--- src/rtl/key_event_ctrl.sv ---
// Turns debounced key levels into PRESS/RELEASE/LONG/REPEAT events.
// Per-key FSMs feed one-deep pending slots, which a round-robin arbiter moves into a shared event FIFO.
module key_event_ctrl #(
   parameter int NUMKEYS      = 3,
   parameter int TICK_CYCLES  = 50_000,
   parameter int LONG_TICKS   = 800,
   parameter int REPEAT_TICKS = 200,
   parameter int FIFO_DEPTH   = 4
) (
   input  logic                            i_clk,
   input  logic                            i_rst,
   input  logic [NUMKEYS-1:0]              i_keys,
   output logic                            o_evt_valid,
   output logic [7:0]                      o_evt_code,
   input  logic                            i_evt_ready,
   output logic [$clog2(FIFO_DEPTH):0]     o_fifo_count,
   output logic                            o_overflow,
   input  logic                            i_ovf_clr
);
   localparam int HOLD_MAX = (LONG_TICKS > REPEAT_TICKS) ? LONG_TICKS : REPEAT_TICKS;
   localparam int CW       = $clog2(HOLD_MAX + 1);
   localparam int PW       = (TICK_CYCLES > 1) ? $clog2(TICK_CYCLES) : 1;
   localparam int IW       = (NUMKEYS > 1) ? $clog2(NUMKEYS) : 1;
   localparam int AW       = $clog2(FIFO_DEPTH);
   localparam int FCW      = AW + 1;

   localparam logic [CW:0]   LONG_C   = (CW+1)'(LONG_TICKS);
   localparam logic [CW:0]   REPEAT_C = (CW+1)'(REPEAT_TICKS);
   localparam logic [PW-1:0] PRESC_TC = PW'(TICK_CYCLES - 1);
   localparam logic [FCW-1:0] DEPTH_C = FCW'(FIFO_DEPTH);

   localparam logic [1:0] EV_PRESS   = 2'b00;
   localparam logic [1:0] EV_RELEASE = 2'b01;
   localparam logic [1:0] EV_LONG    = 2'b10;
   localparam logic [1:0] EV_REPEAT  = 2'b11;

   typedef enum logic [1:0] {ST_IDLE, ST_HELD, ST_RPT} state_t;

   logic [PW-1:0]      presc_q, presc_d;
   logic               tick;
   logic [NUMKEYS-1:0] key_q, key_d;
   logic [NUMKEYS-1:0] rise, fall;
   logic [NUMKEYS-1:0] pend_valid;
   logic [1:0]         pend_type [NUMKEYS];
   logic [NUMKEYS-1:0] drop;
   logic [NUMKEYS-1:0] grant_vec;
   logic               grant_any;
   logic [IW-1:0]      grant_idx;
   logic [IW-1:0]      rr_q, rr_d;
   logic               ovf_q, ovf_d;

   logic [7:0]         fifo_mem [FIFO_DEPTH];
   logic [AW-1:0]      wr_q, wr_d, rd_q, rd_d;
   logic [FCW-1:0]     fcnt_q, fcnt_d;
   logic               push, pop, fifo_can_push;
   logic [7:0]         push_code;

   // Shared hold-timer prescaler
   always_comb begin
      tick    = (presc_q == PRESC_TC);
      presc_d = tick ? '0 : presc_q + 1'b1;
   end

   assign key_d = i_keys;
   assign rise  = i_keys & ~key_q;
   assign fall  = ~i_keys & key_q;

   generate
      for (genvar gi = 0; gi < NUMKEYS; gi++) begin : g_key
         state_t        state_q, state_d;
         logic [CW-1:0] hcnt_q, hcnt_d;
         logic [CW:0]   hcnt_inc;
         logic          key_emit;
         logic [1:0]    key_type;
         logic          pend_v_q, pend_v_d;
         logic [1:0]    pend_t_q, pend_t_d;
         logic          key_drop;

         always_comb begin
            state_d  = state_q;
            hcnt_d   = hcnt_q;
            key_emit = 1'b0;
            key_type = EV_PRESS;
            hcnt_inc = {1'b0, hcnt_q} + 1'b1;
            case (state_q)
               ST_IDLE: begin
                  // A fall here means the key was held through reset: stay silent.
                  if (rise[gi]) begin
                     key_emit = 1'b1;
                     key_type = EV_PRESS;
                     state_d  = ST_HELD;
                     hcnt_d   = '0;
                  end
               end
               ST_HELD: begin
                  if (fall[gi]) begin
                     key_emit = 1'b1;
                     key_type = EV_RELEASE;
                     state_d  = ST_IDLE;
                     hcnt_d   = '0;
                  end else if (tick) begin
                     if (hcnt_inc == LONG_C) begin
                        key_emit = 1'b1;
                        key_type = EV_LONG;
                        state_d  = ST_RPT;
                        hcnt_d   = '0;
                     end else begin
                        hcnt_d = hcnt_inc[CW-1:0];
                     end
                  end
               end
               ST_RPT: begin
                  if (fall[gi]) begin
                     key_emit = 1'b1;
                     key_type = EV_RELEASE;
                     state_d  = ST_IDLE;
                     hcnt_d   = '0;
                  end else if (tick) begin
                     if (hcnt_inc == REPEAT_C) begin
                        key_emit = 1'b1;
                        key_type = EV_REPEAT;
                        hcnt_d   = '0;
                     end else begin
                        hcnt_d = hcnt_inc[CW-1:0];
                     end
                  end
               end
               default: begin
                  state_d = ST_IDLE;
                  hcnt_d  = '0;
               end
            endcase
         end

         // A slot freed by this cycle's grant can take a new event immediately.
         always_comb begin
            pend_v_d = pend_v_q & ~grant_vec[gi];
            pend_t_d = pend_t_q;
            key_drop = 1'b0;
            if (key_emit) begin
               if (pend_v_d) begin
                  key_drop = 1'b1;
               end else begin
                  pend_v_d = 1'b1;
                  pend_t_d = key_type;
               end
            end
         end

         always_ff @(posedge i_clk) begin
            if (i_rst) begin
               state_q  <= ST_IDLE;
               hcnt_q   <= '0;
               pend_v_q <= 1'b0;
               pend_t_q <= EV_PRESS;
            end else begin
               state_q  <= state_d;
               hcnt_q   <= hcnt_d;
               pend_v_q <= pend_v_d;
               pend_t_q <= pend_t_d;
            end
         end

         assign pend_valid[gi] = pend_v_q;
         assign pend_type[gi]  = pend_t_q;
         assign drop[gi]       = key_drop;
      end
   endgenerate

   // Round-robin search begins at the key after the last one granted.
   always_comb begin
      int            idx;
      logic [IW-1:0] cand;
      grant_any = 1'b0;
      grant_idx = rr_q;
      grant_vec = '0;
      idx       = 0;
      cand      = '0;
      for (int i = 1; i <= NUMKEYS; i++) begin
         idx = int'(rr_q) + i;
         if (idx >= NUMKEYS) idx = idx - NUMKEYS;
         cand = IW'(idx);
         if (!grant_any && fifo_can_push && pend_valid[cand]) begin
            grant_any = 1'b1;
            grant_idx = cand;
         end
      end
      if (grant_any) grant_vec[grant_idx] = 1'b1;
      rr_d = grant_any ? grant_idx : rr_q;
   end

   assign o_evt_valid   = (fcnt_q != '0);
   assign pop           = o_evt_valid & i_evt_ready;
   assign fifo_can_push = (fcnt_q < DEPTH_C) | pop;
   assign push          = grant_any;
   assign push_code     = {pend_type[grant_idx], 6'(grant_idx)};

   always_comb begin
      wr_d   = wr_q;
      rd_d   = rd_q;
      fcnt_d = fcnt_q;
      if (push) wr_d = wr_q + 1'b1;
      if (pop)  rd_d = rd_q + 1'b1;
      case ({push, pop})
         2'b10:   fcnt_d = fcnt_q + 1'b1;
         2'b01:   fcnt_d = fcnt_q - 1'b1;
         default: fcnt_d = fcnt_q;
      endcase
      ovf_d = (ovf_q & ~i_ovf_clr) | (|drop);
   end

   always_ff @(posedge i_clk) begin
      if (push) fifo_mem[wr_q] <= push_code;
   end

   always_ff @(posedge i_clk) begin
      key_q <= key_d;
      if (i_rst) begin
         presc_q <= '0;
         rr_q    <= '0;
         wr_q    <= '0;
         rd_q    <= '0;
         fcnt_q  <= '0;
         ovf_q   <= 1'b0;
      end else begin
         presc_q <= presc_d;
         rr_q    <= rr_d;
         wr_q    <= wr_d;
         rd_q    <= rd_d;
         fcnt_q  <= fcnt_d;
         ovf_q   <= ovf_d;
      end
   end

   // Storage is not cleared, so mask the head while the FIFO is empty.
   assign o_evt_code   = o_evt_valid ? fifo_mem[rd_q] : 8'h00;
   assign o_fifo_count = fcnt_q;
   assign o_overflow   = ovf_q;
endmodule

--- config.mk ---
export PLATFORM = sky130hd
export DESIGN_NAME = key_event_ctrl
export DESIGN_NICKNAME = d
export VERILOG_FILES = /design/src/rtl/key_event_ctrl.sv
export SDC_FILE = /design/constraint.sdc
export NUM_CORES = 1
export LEC_CHECK = 0
export ABC_CLOCK_PERIOD_IN_PS = 4830
export CELL_PAD_IN_SITES_DETAIL_PLACEMENT = 0
export CELL_PAD_IN_SITES_GLOBAL_PLACEMENT = 1
export CORE_MARGIN = 2
export CORE_UTILIZATION = 49
export CTS_BUF_LIST = sky130_fd_sc_hd__clkbuf_4 sky130_fd_sc_hd__clkbuf_8
export DETAILED_ROUTE_END_ITERATION = 12
export MAX_ROUTING_LAYER = met4
export PLACE_DENSITY = 0.86
export SYNTH_ARGS = -nofsm -noshare
export SYNTH_HDL_FRONTEND = slang
export SYNTH_SLANG_ARGS = --single-unit
--- constraint.sdc ---
create_clock -name i_clk -period 4.83 [get_ports i_clk]
set_clock_uncertainty 0.2 [all_clocks]
set_input_delay 0.966 -clock i_clk [delete_from_list [all_inputs] [get_ports i_clk]]
set_output_delay 0.966 -clock i_clk [all_outputs]
set_load 0.005 [all_outputs]
# Word-level counts from Yosys, hierarchy flattened
# Memories as Yosys holds them, arrays and structs flattened. A register that Yosys moved wholly into a read port is not among the register bits.
# Index checks and enable logic that the tools add are counted.
word_totals:
  reg_bits: 74
  ramBits: 16
  input_bits: 7
  out_inout_bits: 13
  word_cells: 240
  mem_count: 1
mem_list:
  columns: ["memory", "words", "width", "read_ports", "rd_ports_with_merged_regs", "write_ports", "line", "text"]
  rows:
  - ["fifo_mem", 4, 4, 1, 1, 1, "52", "logic [7:0] fifo_mem [FIFO_DEPTH];"]
op_classes:
  add_sub_neg: 14
  order_cmp: 10
  n_eq_ne: 30
  mux: 123
  n_bitwise: 19
  n_reduce_logical: 24
op_table:
  columns: ["cell", "n"]
  rows:
  - ["$mux 10", 21]
  - ["$pmux 10 s3", 3]
  - ["$mux 2", 43]
  - ["$mux 1", 39]
  - ["$add 10x1->11 const B", 3]
  - ["$eq 11x10->1 const B", 3]
  - ["$eq 11x8->1 const B", 3]
  - ["$ne 3x3->1 const B", 9]
  - ["$pmux 2 s3", 3]
  - ["$add 16x1->16 const B", 1]
  - ["$eq 16x16->1 const B", 1]
  - ["$lt 2x3->1 const B", 4]
  - ["$ne 2x2->1 const B", 6]
  - ["$pmux 2 s2", 3]
  - ["$reduce_and 4->1", 3]
  - ["$ge 3x2->1 const B", 3]
  - ["$pmux 1 s3", 3]
  - ["$reduce_and 3->1", 3]
  - ["$eq 2x1->1 const B", 4]
  - ["$eq 2x2->1 const B", 4]
  - ["$mux 8", 1]
  - ["$not 1->1", 7]
  - ["$add 2x2->3 const B", 2]
  - ["$and 3x3->3", 2]
  - ["25 further kinds", 46]

# Logic depth before layout (Yosys ltp)
# Gate-level depths: netlist of run 1.
logic_depth:
  word_depth: 26
  ltp_mapped: 13
  depth_no_buf: 12

# Worst setup path before layout of run 1
# No wires, ideal clock.
synth_path:
  path_kind: "register to register"
  startpoint: "register rr_q[0]"
  endpoint: "register fcnt_q[2], in the netlist o_fifo_count[2]"
  setup_ns: 0.070
  arrival_time_ns: 3.076
  required_ns: 4.560
  path_slack_ns: 1.485
  stages_incl_launch_ff: 14
  n_path_buf: 1
  period_less_slack_ns: 3.345
  path_cell_list: "dfxtp_1 > inv_1 > ha_1 > buf_2 > mux2i_1 > o21ai_0 > o41a_1 > inv_1 > ha_1 > inv_1 > fa_1 > xor2_1 > or3_1 > a21oi_1"
synth_between:
  elab_chain_len: 17
  word_cells_on_any_way: 32
  cone_classes: "add/sub: 6; order compare: 3; eq/ne: 2; mux: 13; reduce/logical: 8"
synth_lines:
  columns: ["element", "line", "text"]
  rows:
  - ["start, declared", "49", "logic [IW-1:0] rr_q, rr_d;"]
  - ["start signal, assigned", "227", "rr_q <= rr_d;"]
  - ["$add 2x1->3", "180", "idx = int'(rr_q) + i;"]
  - ["$ge 3x2->1 or $sub 2x2->2 (tied branches)", "181", "if (idx >= NUMKEYS) idx = idx - NUMKEYS;"]
  - ["$mux 2", "181", null]
  - ["$bmux 1 s2", "183", "if (!grant_any && fifo_can_push && pend_valid[cand]) begin"]
  - ["$mux 1 (not written as such)", "183", null]
  - ["$logic_and 1x1->1", "183", null]
  - ["$mux 1", "183", null]
  - ["$logic_not 1->1", "183", null]
  - ["$logic_and 1x1->1 (2 in series)", "183", null]
  - ["$mux 1", "183", null]
  - ["$logic_not 1->1", "183", null]
  - ["$logic_and 1x1->1 (2 in series)", "183", null]
  - ["$mux 1 *", "183", null]
  - ["$eq 2x1->1 or $eq 2x2->1 (tied branches)", "204", "case ({push, pop})"]
  - ["$pmux 3 s2 or $reduce_bool 2->1 (tied branches)", null, null]
  - ["end signal, assigned", "230", "fcnt_q <= fcnt_d;"]
  - ["end, declared", "54", "logic [FCW-1:0] fcnt_q, fcnt_d;"]
# Mark *: on every way between the ends. The rest lies on a longest branch, timed or not. The select of a mux whose other input is x is not followed.
# A chain may end at the register's enable or synchronous reset.

# Worst setup path after layout of run 1
# Same ends and word-level chain as after synthesis.

==> summary.md, run 1 <==
| Metric | Value |
|---|---|
| Bufs on Longest Clock Path | `2` |
| Power density over the cells | `455 nW/um^2` |
| Min-Delay Path Class | `reg2reg` |
| Reg clk slew, reported paths | `100 ps` |
| Achievable Freq | `269 MHz` |
| Synth area leader | `dfxtp_1` |
| Post-synth EDFFs | `16` |
| Largest cells by area after synthesis | `dfxtp_1, edfxtp_1, ha_1` |
| CP arrival | `3840 ps` |
| Comb power frac | `44.2%` |
| Placer Congestion | `0.877` |
| Status | `finished, final reports clean` |
| Vias in the first global route | `4502` |
| Clk sinks | `92` |
| Post-CTS Setup Bufs | `0` |
| Layout cell share with drive strength beyond 1 | `5.33%` |
| Switch Pwr | `0.00115 W` |
| # port buffers | `15` |
| Final Cell Area | `5970 sq um` |
| DP Area | `5780 sq um` |
| Sequential power share | `36.8%` |
| Full die area | `12300 sq um` |
| Hpwl dp | `8790 um` |
| CP Max Fanout | `10` |
| Remaining Overflow, GRT | `0` |
| # H-tree levels | `3` |
| Crit-path leading delay family | `adder cells` |
| CTS Hold Buffers Added | `0` |
| DRC | `0` |
| Final nets | `703` |
| Number of CTS-inserted buffers | `9` |
| Core area | `11300 sq um` |
| First-pass GRT wire length | `21200 um` |
| CP Class | `reg2reg` |
| I/O pins | `20` |
| Least-Margin Pin Slew | `680 ps` |
| Crit path launch type | `flip-flop` |
| Final slew viol count | `0` |
| Pleak | `2.04 nW` |
| Bufs and invs on worst path | `3` |
| Die width | `111 um` |
| Crit. End Element | `flip-flop` |
| Final cell count without fillers | `819` |
| Cells after Synth | `672` |
| Post-Syn Area | `5590 sq um` |
| Diode count | `0` |
| Seq/Total Area, Yosys | `35.8%` |
| Placed cells | `803` |
| Synth cell types | `74` |
| Relative slew slack | `54.4%` |
| Post-layout min period | `3720 ps` |
| Final ANT Viol Nets | `0` |
| WL/cell | `14.9 um` |
| Yosys top cell area share | `27.2%` |
| Fin. Hold Viols | `0` |
| Pin count of the biggest net entering global routing | `36` |
| RSZ-0062 raised after global routing | `no` |
| Internal power | `0.00157 W` |
| Initial antenna violation count | `0` |
| Slowest cell on the critical path | `o41a_1` |
| CTS tree | `built` |
| Worst path max stage delay | `550 ps` |
| Post-CTS sizing | `0` |
| Area Growth Syn to Fin | `6.71%` |
| Ys Warns | `0` |
| Height of the die | `111 um` |
| Crit-path cells | `inv_1, ha_1, mux2i_1, o21ai_0, o41a_1, inv_1, ha_1, inv_1, fa_1, xor2_1, or3_1, a21oi_1` |
| Post-synthesis register bit count | `92` |
| Period Utilization, post-route | `76.9%` |
| Initial core utilization | `49.6%` |
| Final setup vio count | `0` |
| Asr flop ratio synth | `0%` |
| Number of max-cap violations | `0` |
| Final Routed Wirelength | `12200 um` |
| Vias/cell | `5.97` |
| Most Frequent Cell on Critical Path | `inv_1` |
| Clock tree root buffer cell | `clkbuf_8` |
| Main synth FF type | `dfxtp_1` |
| Clock network power share | `19.0%` |
| Syn_area_per_cell | `8.32 sq um` |
| Latest clock arrival within the worst-skew pair | `380 ps` |
| Site Rows | `39` |
| Vias | `4891` |
| Initial DRC count | `369` |
| DRT Pass-1 Iters | `5` |
| Worst IR Drop VDD | `0.000259 V` |
| Required time of the worst setup path | `4950 ps` |
| Setup_tns | `0 ps` |
| Sw frac | `42.2%` |
| Tot GR Track Use | `21.0%` |
[cell families after synthesis]
kind of cell               count (synthesis)  share of synthesized area (%)
DFF                                       92                           35.8
buffers and inverters                     64                           5.17
xor gates and xnor gates                  26                           4.07
adders and majority gates                 25                           5.73
muxes                                     17                           3.94
other                                      1                         0.0670
AOI/OAI and AO/OA                        157                           18.2
and+or+nand+nor                          290                           27.1
[path summary, 6_finish.rpt]
path | from | cells past startpoint | endpoint | slack (ps)
hold / removal | presc_q[0] | 1 | presc_q[0] | 260
setup / recovery | rr_q[0] | 12 | o_fifo_count[2] | 1110
hold reg to reg | presc_q[0] | 1 | presc_q[0] | 260
setup reg to reg | rr_q[0] | 12 | o_fifo_count[2] | 1110
[cells in the mapped netlist, types with 5 or more instances]
library cell and n:
ha_1 24, a31oi_1 20, nand4_1 15, a21oi_1 36, nand2b_1 12, dfxtp_1 76
mux2i_1 13, buf_4 8, nor3_1 10, edfxtp_1 16, nor4b_1 6, o21ai_0 42
and2_1 15, nor2b_1 9, o22ai_1 7, nor2_1 67, nand3b_1 5, or3_1 10
xnor2_1 15, xor2_1 11, and3_1 14, nor4_1 10, inv_1 31, nand3_1 39
clkbuf_1 18, nand2_1 56
[layer usage]
metal | GRT usage [%] | up-vias | wire (um)
met5 | - | - | 0
met4 | 7.42 | 0 | 174
met3 | 2.79 | 12 | 521
met2 | 32.5 | 109 | 5670
met1 | 28.3 | 2328 | 5850
li1 | - | 2442 | -
[state kept, by name, indices dropped and copies added (netlist names), named ones only]
signal	count
o_overflow	1
wr_q	2
g_key.pend_t_q	6
g_key.state_q	6
o_fifo_count	3
g_key.pend_v_q	3
presc_q	16
rr_q	2
rd_q	2
key_q	3
g_key.hcnt_q	30
fifo_mem	16
[final cells by class]
type / instances / area (sq um)
clock buffer: 9 / 124
clock inverter: 7 / 66.3
fill: 1045 / 5300
inverter: 31 / 116
multi-input combinational: 519 / 3310
sequential: 92 / 2000
tap: 143 / 179
timing repair buffer: 18 / 168
[power groups by stage]
stage / registers, W / clock network, W / logic, W
after detailed placement: 0.00102 / 0 / 0.00119
after global routing: 0.00102 / 0.000566 / 0.00135
final: 0.00100 / 0.000517 / 0.00120
after global placement: 0.00101 / 0 / 0.00118
after floorplan: 0.000994 / 0 / 0.000892
after CTS: 0.00100 / 0.000537 / 0.00120
[cells in the final DEF (no fill, tap or decap), types with 3 or more instances in the layout]
cell type and n:
o211ai_1 4, a32oi_1 3, and2_1 15, nor2_1 67
a31o_2 3, xor2_1 11, and4_1 4, mux2i_1 13
nand3_1 39, nand3b_1 5, nor3b_1 3, a31oi_1 20
nand2_1 56, clkdlybuf4s50_1 14, a21oi_1 36, clkbuf_8 9
nand2b_1 12, or4_1 4, conb_1 4, o21ai_0 42
or3_1 10, a211oi_1 3, inv_1 31, mux4_2 4
o22ai_1 7, a41oi_1 4, clkinv_4 3, nand4_1 15
nor3_1 10, edfxtp_1 16, o21a_1 3, buf_4 3
ha_1 24, and3_1 14, nor4b_1 6, nor4_1 10
xnor2_1 15, dfxtp_1 76, nor2b_1 9
[through the flow]
stage	worst slack, ps	util [%]	hold slack, ps	power [W]
5_1_grt	763	52.9	295	0.00293
4_1_cts	1110	52.9	263	0.00274
2_1_floorplan	1480	-	218	0.00189
3_3_place_gp	1150	51.3	228	0.00219
3_5_place_dp	1140	51.3	241	0.00221
6_report	1110	52.9	256	0.00272
Power figures use the tool's default switching activity.
==> run 2, diff against run 1 <==
Settings changed: ABC_CLOCK_PERIOD_IN_PS 4830 to 3100, CORE_UTILIZATION 49 to 44, PLACE_DENSITY 0.86 to 0.82.
Clock period 4.83 ns to 3.1 ns, I/O delays scaled along.
==> summary.md, run 2 (synthesis results as in run 1) <==
| Metric | Value |
|---|---|
| Min-delay src | `presc_q[0]` |
| Final slew viol count | `0` |
| Tot GR Track Use | `21.0%` |
| Diode count | `0` |
| Period Utilization, post-route | `95.8%` |
| CP Max Fanout | `6` |
| Commonest non-fill, non-tap cell in the layout | `dfxtp_1` |
| Full die area | `13600 sq um` |
| Hold Path End | `presc_q[0]` |
| Number of max-cap violations | `0` |
| Hpwl dp | `9590 um` |
| Reg2Reg Capture Point | `o_fifo_count[2]` |
| Layout cell share with drive strength beyond 1 | `10.8%` |
| Biggest register | `g_key.hcnt_q` |
| First-pass GRT wire length | `22200 um` |
| Final Cell Area | `6270 sq um` |
| RSZ-0062 raised after global routing | `yes` |
| Final cell count without fillers | `877` |
| Grt met3 use | `3.27%` |
| Setup_tns | `0 ps` |
| CP Class | `reg2reg` |
| Leading cell types in the layout, fill and taps excluded | `dfxtp_1, nor2_1, nand2_1` |
| DP Area | `6050 sq um` |
| Initial core utilization | `44.7%` |
| Worst hold path cell count | `1` |
| Fillers | `1198` |
| Met1 GRT Util | `26.7%` |
| Pin count of the biggest net entering global routing | `24` |
| Placer Congestion | `0.896` |
| Status | `finished, final reports clean` |
| Fin. Hold Viols | `0` |
| Initial DRC count | `294` |
| Biggest regs | `g_key.hcnt_q (30), fifo_mem (16), presc_q (16)` |
| CP arrival | `3080 ps` |
| Initial antenna violation count | `0` |
| Flop2flop setup slack | `130 ps` |
| Final ANT Viol Nets | `0` |
| # port buffers | `15` |
| Placed cells | `860` |
| Vias in the first global route | `4636` |
| Post-layout min period | `2970 ps` |
| Number of CTS-inserted buffers | `9` |
| Clock tree root buffer cell | `clkbuf_8` |
| Bufs on Longest Clock Path | `2` |
| Crit. End Element | `flip-flop` |
| Most used routing layer | `met2` |
| Power density over the cells | `722 nW/um^2` |
| Met2 global-route usage | `33.9%` |
| Clk sinks | `92` |
| WL/cell | `14.7 um` |
| Min-Delay Path Class | `reg2reg` |
| Final hold slack | `257 ps` |
| I/O pins | `20` |
| Site Rows | `41` |
| Largest register FFs | `30` |
| Die width | `117 um` |
| Area Growth Syn to Fin | `12.1%` |
| Core area | `12500 sq um` |
| Crit-path cells | `inv_1, ha_4, buf_6, mux2i_1, nor2_1, o41a_1, inv_2, ha_4, inv_1, fa_2, xor2_1, or3_1, a21oi_2` |
| R2R depth | `13` |
| Least-Margin Pin Slew | `666 ps` |
| Vias/cell | `5.65` |
| DRT Pass-1 Iters | `5` |
| Pleak | `2.18 nW` |
| Achievable Freq | `337 MHz` |
| Worst r2r src | `rr_q[1]` |
| Final nets | `732` |
| Crit-path leading delay family | `adder cells` |
| Crit path launch type | `flip-flop` |
| Bufs and invs on worst path | `4` |
| Final Routed Wirelength | `12900 um` |
| Reg clk slew, reported paths | `100 ps` |
| Vias | `4956` |
| Slowest cell on the critical path | `o41a_1` |
| CTS tree | `built` |
| # H-tree levels | `3` |
| Worst IR Drop VDD | `0.000338 V` |
| Required time of the worst setup path | `3210 ps` |
| Latest clock arrival within the worst-skew pair | `370 ps` |
| DRC | `0` |
| Final setup vio count | `0` |
| Height of the die | `117 um` |
| Worst path max stage delay | `400 ps` |
| Remaining Overflow, GRT | `0` |
| Relative slew slack | `55.6%` |
-- run 2: changes by cell type in the layout (fill, tap and decap cells not counted), sizes merged --
cell	change
clkinvlp	+1
buf	+29
clkinv	-1
-- run 2: repair_timing --
item / 4_1_cts / 5_1_grt
gates resized for setup: 1 / 5
setup endpoints to repair: 1 / 4
hold buffers: 0 / 0
setup buffers: 0 / 1
pin swaps: 0 / 3
-- run 2: per-stage QoR --
stage | util [%] | worst slack, ps | total power, W
after global routing | 50.1 | -3.77 | 0.00488
after global placement | 48.3 | 87.9 | 0.00368
after detailed placement | 48.3 | 32.7 | 0.00373
after floorplan | - | 42.0 | 0.00301
final | 50.1 | 130 | 0.00453
after CTS | 49.9 | 17.0 | 0.00453
-- run 2: report_power, final --
group / leakage, nW / internal (W) / switching, W / total, W
combinational: 1.31 / 0.000942 / 0.00125 / 0.00219
clock: 0.0943 / 0.000311 / 0.000472 / 0.000783
sequential: 0.770 / 0.00142 / 0.000131 / 0.00155
total: 2.18 / 0.00267 / 0.00185 / 0.00453
-- run 2: worst max-delay path by stage --
stage | start | endpoint | depth (start not counted)
final | rr_q[1] | o_fifo_count[2] | 13
after global routing | rr_q[1] | o_fifo_count[2] | 13
after CTS | rr_q[1] | o_fifo_count[2] | 12
after detailed placement | rr_q[1] | o_fifo_count[2] | 13
after global placement | rr_q[1] | o_fifo_count[2] | 12
after floorplan | rr_q[0] | o_fifo_count[2] | 13
-- run 2: layout make-up --
cell class              count  area (sq um)  area share [%]
flip-flops and latches     92          2010            32.0
well taps                 172           215            3.43
clock inverters             7          65.1            1.04
inverters                  31           116            1.86
multi-input cells         519          3350            53.5
repair buffers             47           389            6.21
clock buffers               9           124            1.98
-- run 2: worst reg2reg max path, stage by stage (launching register included) --
cell and delay, ps:
dfxtp_2 340, inv_1 70, ha_4 310, buf_6 120
mux2i_1 190, nor2_1 70, o41a_1 400, inv_2 100
ha_4 140, inv_1 50, fa_2 330, xor2_1 150
or3_1 320, a21oi_2 120
-- run 2: routing by layer --
layer | part of all wire (%) | vias up
met1 | 48 | 2348
met4 | 1.8 | 0
met2 | 47 | 84
met5 | 0 | -
li1 | - | 2505
met3 | 3.0 | 19
==> run 3, diff against run 2 <==
Settings changed: HOLD_SLACK_MARGIN set to 0.05.
==> results of run 3 <==
The final DEF is identical to that of run 2; final timing and power are the same.
